**config.mk**
```make
export PLATFORM = sky130hd
export DESIGN_NAME = sad_min_search
export DESIGN_NICKNAME = d
export VERILOG_FILES = /design/src/rtl/sad_min_search.sv
export SDC_FILE = /design/constraint.sdc
export NUM_CORES = 2
export LEC_CHECK = 0
export CORE_AREA = 2 2 274 276
export DETAILED_ROUTE_END_ITERATION = 7
export DIE_AREA = 0 0 276 278
export DONT_BUFFER_PORTS = 1
export GPL_ROUTABILITY_DRIVEN = 0
export GPL_TIMING_DRIVEN = 0
export PLACE_DENSITY = 0.71
export RECOVER_POWER = 25
export SLEW_MARGIN = 0
export SYNTH_ARGS = -nofsm -noshare
export SYNTH_HDL_FRONTEND = slang
export SYNTH_SLANG_ARGS = --single-unit
```
**constraint.sdc**
```tcl
create_clock -name Bus2IP_Clk -period 7.1 [get_ports Bus2IP_Clk]
set_input_delay 1.42 -clock Bus2IP_Clk [delete_from_list [all_inputs] [get_ports Bus2IP_Clk]]
set_output_delay 1.42 -clock Bus2IP_Clk [all_outputs]
set_load 0.05 [all_outputs]
```
**src/rtl/sad_min_search.sv**
```systemverilog
// sad_min_search: streaming SAD engine with running best-match tracking.
// Four-stage pipeline: S1 absolute differences, S2 adder-tree row sum,
// S3 block accumulator, S4 completion outputs and best-match update.
module sad_min_search #(
   parameter int PIX_W = 8,
   parameter int LANES = 32,
   parameter int BEATS = 32,
   parameter int IDX_W = 16,
   localparam int SAD_W = PIX_W + $clog2(LANES * BEATS)
) (
   input  logic                   Bus2IP_Clk,
   input  logic                   Bus2IP_Reset,
   input  logic                   clr,
   input  logic                   in_valid,
   input  logic [PIX_W*LANES-1:0] in_face,
   input  logic [PIX_W*LANES-1:0] in_group,
   output logic                   sad_valid,
   output logic [SAD_W-1:0]       sad_out,
   output logic [IDX_W-1:0]       sad_idx,
   output logic                   best_valid,
   output logic [SAD_W-1:0]       best_sad,
   output logic [IDX_W-1:0]       best_idx
);

   localparam int LV    = $clog2(LANES);
   localparam int ROW_W = PIX_W + LV;
   localparam int CNT_W = (BEATS > 1) ? $clog2(BEATS) : 1;

   localparam logic [CNT_W-1:0] CNT_ZERO  = {CNT_W{1'b0}};
   localparam logic [CNT_W-1:0] CNT_ONE   = CNT_W'(1'b1);
   localparam logic [CNT_W-1:0] LAST_BEAT = CNT_W'(BEATS - 1);
   localparam logic [SAD_W-1:0] SAD_ZERO  = {SAD_W{1'b0}};
   localparam logic [SAD_W-1:0] SAD_ONES  = {SAD_W{1'b1}};
   localparam logic [IDX_W-1:0] IDX_ZERO  = {IDX_W{1'b0}};
   localparam logic [IDX_W-1:0] IDX_ONE   = IDX_W'(1'b1);

   // |a - b| computed on PIX_W+1-bit zero-extended operands; result always fits PIX_W.
   function automatic logic [PIX_W-1:0] abs_diff(input logic [PIX_W-1:0] a,
                                                 input logic [PIX_W-1:0] b);
      logic [PIX_W:0] d_ab;
      logic [PIX_W:0] d_ba;
      d_ab = {1'b0, a} - {1'b0, b};
      d_ba = {1'b0, b} - {1'b0, a};
      if (d_ab[PIX_W]) begin
         abs_diff = d_ba[PIX_W-1:0];
      end else begin
         abs_diff = d_ab[PIX_W-1:0];
      end
   endfunction

   logic [CNT_W-1:0] beat_cnt_q, beat_cnt_d;
   logic [PIX_W-1:0] abs_q [LANES];
   logic [PIX_W-1:0] abs_d [LANES];
   logic             s1_valid_q, s1_valid_d, s1_last_q, s1_last_d, s1_first_q, s1_first_d;
   logic [ROW_W-1:0] row_sum;
   logic [ROW_W-1:0] row_q, row_d;
   logic             s2_valid_q, s2_valid_d, s2_last_q, s2_last_d, s2_first_q, s2_first_d;
   logic [SAD_W-1:0] acc_q, acc_d;
   logic             done_q, done_d;
   logic [IDX_W-1:0] cand_q, cand_d;
   logic             sad_valid_q, sad_valid_d;
   logic [SAD_W-1:0] sad_out_q, sad_out_d;
   logic [IDX_W-1:0] sad_idx_q, sad_idx_d;
   logic             best_valid_q, best_valid_d;
   logic [SAD_W-1:0] best_sad_q, best_sad_d;
   logic [IDX_W-1:0] best_idx_q, best_idx_d;

   // Balanced adder tree: level l holds LANES>>l partial sums, each one bit wider than the level below.
   for (genvar l = 0; l <= LV; l++) begin : tree_g
      logic [PIX_W+l-1:0] node [LANES>>l];
      if (l == 0) begin : leaf_g
         for (genvar j = 0; j < LANES; j++) begin : lane_g
            assign node[j] = abs_q[j];
         end
      end else begin : sum_g
         for (genvar j = 0; j < (LANES >> l); j++) begin : pair_g
            assign node[j] = {1'b0, tree_g[l-1].node[2*j]} + {1'b0, tree_g[l-1].node[2*j+1]};
         end
      end
   end
   assign row_sum = tree_g[LV].node[0];

   // Next-state logic for every pipeline stage; clr overrides and discards in-flight beats.
   always_comb begin
      beat_cnt_d   = beat_cnt_q;
      for (int k = 0; k < LANES; k++) begin
         abs_d[k] = abs_diff(in_face[k*PIX_W +: PIX_W], in_group[k*PIX_W +: PIX_W]);
      end
      s1_valid_d   = in_valid;
      s1_last_d    = (beat_cnt_q == LAST_BEAT);
      s1_first_d   = (beat_cnt_q == CNT_ZERO);
      row_d        = row_sum;
      s2_valid_d   = s1_valid_q;
      s2_last_d    = s1_last_q;
      s2_first_d   = s1_first_q;
      acc_d        = acc_q;
      done_d       = s2_valid_q & s2_last_q;
      cand_d       = cand_q;
      sad_valid_d  = done_q;
      sad_out_d    = sad_out_q;
      sad_idx_d    = sad_idx_q;
      best_valid_d = best_valid_q;
      best_sad_d   = best_sad_q;
      best_idx_d   = best_idx_q;
      if (clr) begin
         beat_cnt_d   = CNT_ZERO;
         s1_valid_d   = 1'b0;
         s2_valid_d   = 1'b0;
         done_d       = 1'b0;
         acc_d        = SAD_ZERO;
         cand_d       = IDX_ZERO;
         sad_valid_d  = 1'b0;
         best_valid_d = 1'b0;
         best_sad_d   = SAD_ONES;
         best_idx_d   = IDX_ZERO;
      end else begin
         if (in_valid) begin
            beat_cnt_d = s1_last_d ? CNT_ZERO : (beat_cnt_q + CNT_ONE);
         end else begin
            beat_cnt_d = beat_cnt_q;
         end
         if (s2_valid_q) begin
            acc_d = (s2_first_q ? SAD_ZERO : acc_q) + SAD_W'(row_q);
         end else begin
            acc_d = acc_q;
         end
         if (done_q) begin
            sad_out_d = acc_q;
            sad_idx_d = cand_q;
            cand_d    = cand_q + IDX_ONE;
            // Strict compare so a tie keeps the earlier candidate.
            if (!best_valid_q || (acc_q < best_sad_q)) begin
               best_valid_d = 1'b1;
               best_sad_d   = acc_q;
               best_idx_d   = cand_q;
            end else begin
               best_valid_d = best_valid_q;
            end
         end else begin
            cand_d = cand_q;
         end
      end
   end

   // State registers with synchronous reset.
   always_ff @(posedge Bus2IP_Clk) begin
      if (Bus2IP_Reset) begin
         beat_cnt_q <= CNT_ZERO;
         for (int k = 0; k < LANES; k++) begin
            abs_q[k] <= {PIX_W{1'b0}};
         end
         s1_valid_q   <= 1'b0;
         s1_last_q    <= 1'b0;
         s1_first_q   <= 1'b0;
         row_q        <= {ROW_W{1'b0}};
         s2_valid_q   <= 1'b0;
         s2_last_q    <= 1'b0;
         s2_first_q   <= 1'b0;
         acc_q        <= SAD_ZERO;
         done_q       <= 1'b0;
         cand_q       <= IDX_ZERO;
         sad_valid_q  <= 1'b0;
         sad_out_q    <= SAD_ZERO;
         sad_idx_q    <= IDX_ZERO;
         best_valid_q <= 1'b0;
         best_sad_q   <= SAD_ONES;
         best_idx_q   <= IDX_ZERO;
      end else begin
         beat_cnt_q   <= beat_cnt_d;
         abs_q        <= abs_d;
         s1_valid_q   <= s1_valid_d;
         s1_last_q    <= s1_last_d;
         s1_first_q   <= s1_first_d;
         row_q        <= row_d;
         s2_valid_q   <= s2_valid_d;
         s2_last_q    <= s2_last_d;
         s2_first_q   <= s2_first_d;
         acc_q        <= acc_d;
         done_q       <= done_d;
         cand_q       <= cand_d;
         sad_valid_q  <= sad_valid_d;
         sad_out_q    <= sad_out_d;
         sad_idx_q    <= sad_idx_d;
         best_valid_q <= best_valid_d;
         best_sad_q   <= best_sad_d;
         best_idx_q   <= best_idx_d;
      end
   end

   assign sad_valid  = sad_valid_q;
   assign sad_out    = sad_out_q;
   assign sad_idx    = sad_idx_q;
   assign best_valid = best_valid_q;
   assign best_sad   = best_sad_q;
   assign best_idx   = best_idx_q;

endmodule

```
# ---- Word-level counts from Yosys, hierarchy flattened
# Cells that the tools add are included.
dict set report totals {
  regBits 385
  out_inout_bits 70
  in_bits 516
}
dict set report op_classes {
  order_cmp 1
  n_bitwise 2
  add_sub_neg 98
  eq_ne 1
  reduce_logical 6
  muxes 34
}
# operator n
set op_table {}
lappend op_table {{8-bit by 8-bit subtractor with 9-bit output} 32}
lappend op_table {{8-bit 2-to-1 mux} 32}
lappend op_table {{8-bit subtractor} 32}
lappend op_table {{8-bit by 8-bit adder with 9-bit output} 16}
lappend op_table {{9-bit by 9-bit adder with 10-bit output} 8}
lappend op_table {{10-bit by 10-bit adder with 11-bit output} 4}
lappend op_table {{11-bit by 11-bit adder with 12-bit output} 2}
lappend op_table {{18-bit by 13-bit adder with 18-bit output} 1}
lappend op_table {{18-bit < comparator} 1}
lappend op_table {{18-bit 2-to-1 mux} 1}
lappend op_table {{16-bit by 1-bit adder with 16-bit output (second input constant)} 1}
lappend op_table {{12-bit by 12-bit adder with 13-bit output} 1}
lappend op_table {{5-bit by 1-bit adder with 5-bit output (second input constant)} 1}
lappend op_table {{5-bit == test (second input constant)} 1}
lappend op_table {{5-bit zero test} 1}
lappend op_table {{5-bit 2-to-1 mux} 1}
lappend op_table {{2-bit AND reduction} 2}
lappend op_table {{2-bit OR reduction} 1}
lappend op_table {{1-bit AND} 1}
lappend op_table {{1-bit zero test} 1}
lappend op_table {{1-bit logical OR} 1}
lappend op_table {{1-bit NOT} 1}

# ---- Logic depth before layout (Yosys ltp)
dict set report logic_depth {
  depth_word 5
  ltp_mapped 23
  depth_no_buf 23
}

# ---- Worst setup path after synthesis
# OpenSTA, ideal clock, no wires.
dict set report synth_timing {
  path_kind {reg-to-reg}
  start {register abs_q[194] (netlist name)}
  end {register row_q[12]}
  synth_period_minus_slack_ns 6.044
  setup_slack_ns 1.056
  setup_ns 0.128
  arrival_time_ns 5.916
  required_time_ns 6.972
  stages_incl_launch_ff 24
  cell_sequence {dfxtp_1 inv_1 fa_1 inv_1 fa_1 inv_1 fa_1 fa_1 fa_1 inv_1 fa_1 inv_1 fa_1 inv_1 fa_1 ha_1 inv_1 fa_1 nor2b_1 o31a_1 o41ai_1 o21ai_0 xor2_1 nor2_1}
}
dict set report synth_between {
  elab_chain_cells 5
}
# element line_no
set synth_lines {}
lappend synth_lines {{start: declaration} 52} ;# logic [PIX_W-1:0] abs_q [LANES];
lappend synth_lines {{start signal: indexed assignment} 150} ;# abs_q[k] <= {PIX_W{1'b0}};
lappend synth_lines {{start signal: assignment} 170} ;# abs_q <= abs_d;
lappend synth_lines {{8-bit by 8-bit adder with 9-bit output} 77} ;# assign node[j] = {1'b0, tree_g[l-1].node[2*j]} + {1'b0, tree_g[l-1].node[2*j+1]};
lappend synth_lines {{9-bit by 9-bit adder with 10-bit output} 77}
lappend synth_lines {{10-bit by 10-bit adder with 11-bit output} 77}
lappend synth_lines {{11-bit by 11-bit adder with 12-bit output} 77}
lappend synth_lines {{12-bit by 12-bit adder with 13-bit output} 77}
lappend synth_lines {{end signal: assignment} 155} ;# row_q <= {ROW_W{1'b0}};
lappend synth_lines {{end signal: assignment} 174} ;# row_q <= row_d;
lappend synth_lines {{end: declaration} 56} ;# logic [ROW_W-1:0] row_q, row_d;
# Every way passes these cells.
# A chain may end at the register's enable or synchronous reset.

# ---- Worst setup path after layout
dict set report layout_timing {
  start {register abs_q[98] (netlist name)}
  end {register row_q[12]}
}
# The elaborated chain is that of the path after synthesis.

==> results_dict.tcl <==
set metrics [dict create \
    vias 31684 \
    rsz0062_at_grt "no" \
    slew_violations 27 \
    hold_class "reg2reg" \
    violations "design-rule violations, max-capacitance violations, max-slew violations" \
    timing.setup.tns_ns 0 \
    netlist_top_cells_count "inv_1 (950), ha_1 (551), dfxtp_1 (385)" \
    grt_max_degree 14 \
    layout.cells.non_filler 5777 \
    placed_cells 5698 \
    fillers 6806 \
    drive_gt1_share_pct 5.78 \
    die_area_um2 76700 \
    die-width_um 276 \
    fin_util_pct 58.2 \
    synth-edff-count 0 \
    synth_top_flop_cell "dfxtp_1" \
    floorplan.initialDensity_pct 54.6 \
    ioPinCount 586 \
    arrival_ns 6.93 \
    vias_per_cell 5.48 \
    dieHeight_um 278 \
    place_hpwl_um 93900 \
    wire_per_inst_um 19.2 \
    end_kind "flip-flop" \
    htreeDepth 2 \
    setup_viol 0 \
    clock_path_buffers 3 \
    start_kind "flip-flop" \
    cts_resized 0 \
    synth_area_um2 40300 \
    fin_nets 6140 \
    numCtsBuffers 43 \
    ys_seq_area_share_pct 19.1 \
    cts_tree "built" \
    holdBufCountCts 0 \
    fin_area_um2 43000 \
    syn2layout_area_growth_pct 6.59 \
    io_buffer_count 0 \
    drt-pass1-iter-count 8 \
    drc 29 \
    fin_crit_sh_pct 91.6 \
    grt_antenna_before_repair 1 \
    grtUsageTotal_pct 28.5 \
    routed_wl_um 111000 \
    grt_pass1_wl_um 172000 \
    clk_latency_ns 0.58 \
    ys_types 68 \
    grt_overflow_total 0 \
    slew_headroom_pct -34.2 \
    core.rowCount 100 \
    cp_max_fo 3 \
    synth_area_leaders "dfxtp_1 (19%), ha_1 (17%), fa_1 (15%), inv_1 (8.8%), mux2i_1 (3.7%)" \
    maxCapViolCount 3 \
    crit_required_ns 7.52 \
    yosysMostFrequentCell "inv_1" \
    synth_nets 6095 \
    avgSynthCellArea_um2 8.52 \
    yosysWarnings 0 \
    grt_pass1_vias 31422 \
    fmax_mhz 154 \
    yosysTopAreaCellShare_pct 19.1 \
    ys_ff_latch 385 \
    tightest_slew_ns 1.99 \
    run_status "finished, violations left" \
    clock_skew_ns 0.0240 \
    detail_route.iter0.violations 1527 \
    reg2reg_depth 21 \
    final.min_clock_period_ns 6.51 \
    core-area_um2 73800 \
    ys_async_sr_fraction_pct 0 \
    post_cts_buffers 0 \
    crit_type "reg2reg" \
    hold_viol_final 0 \
    cts_root_buf "clkbuf_16" \
    yosysTopAreaCell "dfxtp_1" \
    clkTransAtPathRegs_ns 0.06 \
    ant_nets 0 \
    hold_path_depth 1 \
    place_area_um2 41500 \
    synth_cells 4729 \
    clock-sinks 385 \
]
final cells by class:
| class | count | area (µm²) | share of cell area [%] |
|---|---|---|---|
| multi-input combinational | 3286 | 28500 | 66.4 |
| sequential | 385 | 7710 | 17.9 |
| inverter | 950 | 3570 | 8.30 |
| clock buffer | 57 | 1230 | 2.86 |
| tap | 969 | 1210 | 2.82 |
| buffer | 108 | 432 | 1.00 |
| clock inverter | 21 | 287 | 0.667 |
| antenna | 1 | 2.50 | 0.00582 |
worst max-delay path, cell delays in order (launching register included):
cell	delay (ns)
dfxtp_1	0.31
fa_1	0.55
inv_1	0.06
fa_1	0.54
inv_1	0.06
fa_1	0.51
fa_1	0.65
fa_1	0.46
fa_1	0.49
inv_1	0.05
fa_1	0.47
inv_1	0.05
fa_1	0.47
ha_1	0.21
inv_1	0.08
fa_1	0.44
nor2b_1	0.21
o31a_1	0.20
o41ai_1	0.10
o21ai_0	0.22
xor2_1	0.16
nor2_1	0.06
cell families after synthesis:
| kind of cell | count (synthesis) | share of synthesized area, % |
|---|---|---|
| AND/OR/NAND/NOR | 1186 | 14.8 |
| adder cells (fa/ha/maj) | 850 | 32.0 |
| buffers and inverters | 1058 | 9.92 |
| multiplexers | 268 | 7.02 |
| flip-flops | 385 | 19.1 |
| AO/OA/AOI/OAI | 895 | 15.3 |
| XOR/XNOR | 87 | 1.89 |
state kept, by name (all words and copies together), names as in the netlist:
signal and flops:
done_q 1, s1_last_q 1, sad_idx 16, beat_cnt_q 5, sad_out 18, s1_first_q 1
best_valid 1, s2_last_q 1, acc_q 18, cand_q 16, best_idx 16, best_sad 18
sad_valid 1, s2_first_q 1, row_q 13, s2_valid_q 1, s1_valid_q 1, abs_q 256
cell usage in the layout, fill, tap and decap left out, drive strengths merged, types with 44 or more instances in the layout:
cell type,instances
a21o,119
a21oi,249
clkbuf,142
dfxtp,385
fa,299
ha,551
inv,953
mux2,119
mux2i,149
nand2,198
nand2b,53
nand3,77
nor2,346
nor2b,181
nor3,89
o211ai,44
o21ai,175
o21bai,59
or3,79
xnor2,50
final timing paths:
path	end	start	slack, ns
worst max-delay path	row_q[12]	abs_q[98]	0.59
worst min-delay path	s2_valid_q	s1_valid_q	0.44
worst max register to register	row_q[12]	abs_q[98]	0.59
worst min register to register	s2_valid_q	s1_valid_q	0.44
layer usage:
metal | wire (µm) | vias up | GRT usage [%]
met1 | 45700 | 15019 | 34.1
li1 | - | 15664 | -
met3 | 7600 | 187 | 6.91
met5 | 0 | - | 0
met2 | 53400 | 814 | 49.7
met4 | 4280 | 0 | 10.0
through the flow:
step	hold WS, ns	worst slack [ns]
finish	0.436	0.593
global route	0.453	0.316
CTS	0.435	0.528
detailed placement	0.418	0.536
global placement	0.410	0.556
floorplan	0.406	1.06
Power is not shown: default switching activity piles up to over one toggle a cycle in this logic, so the estimate is an artifact.
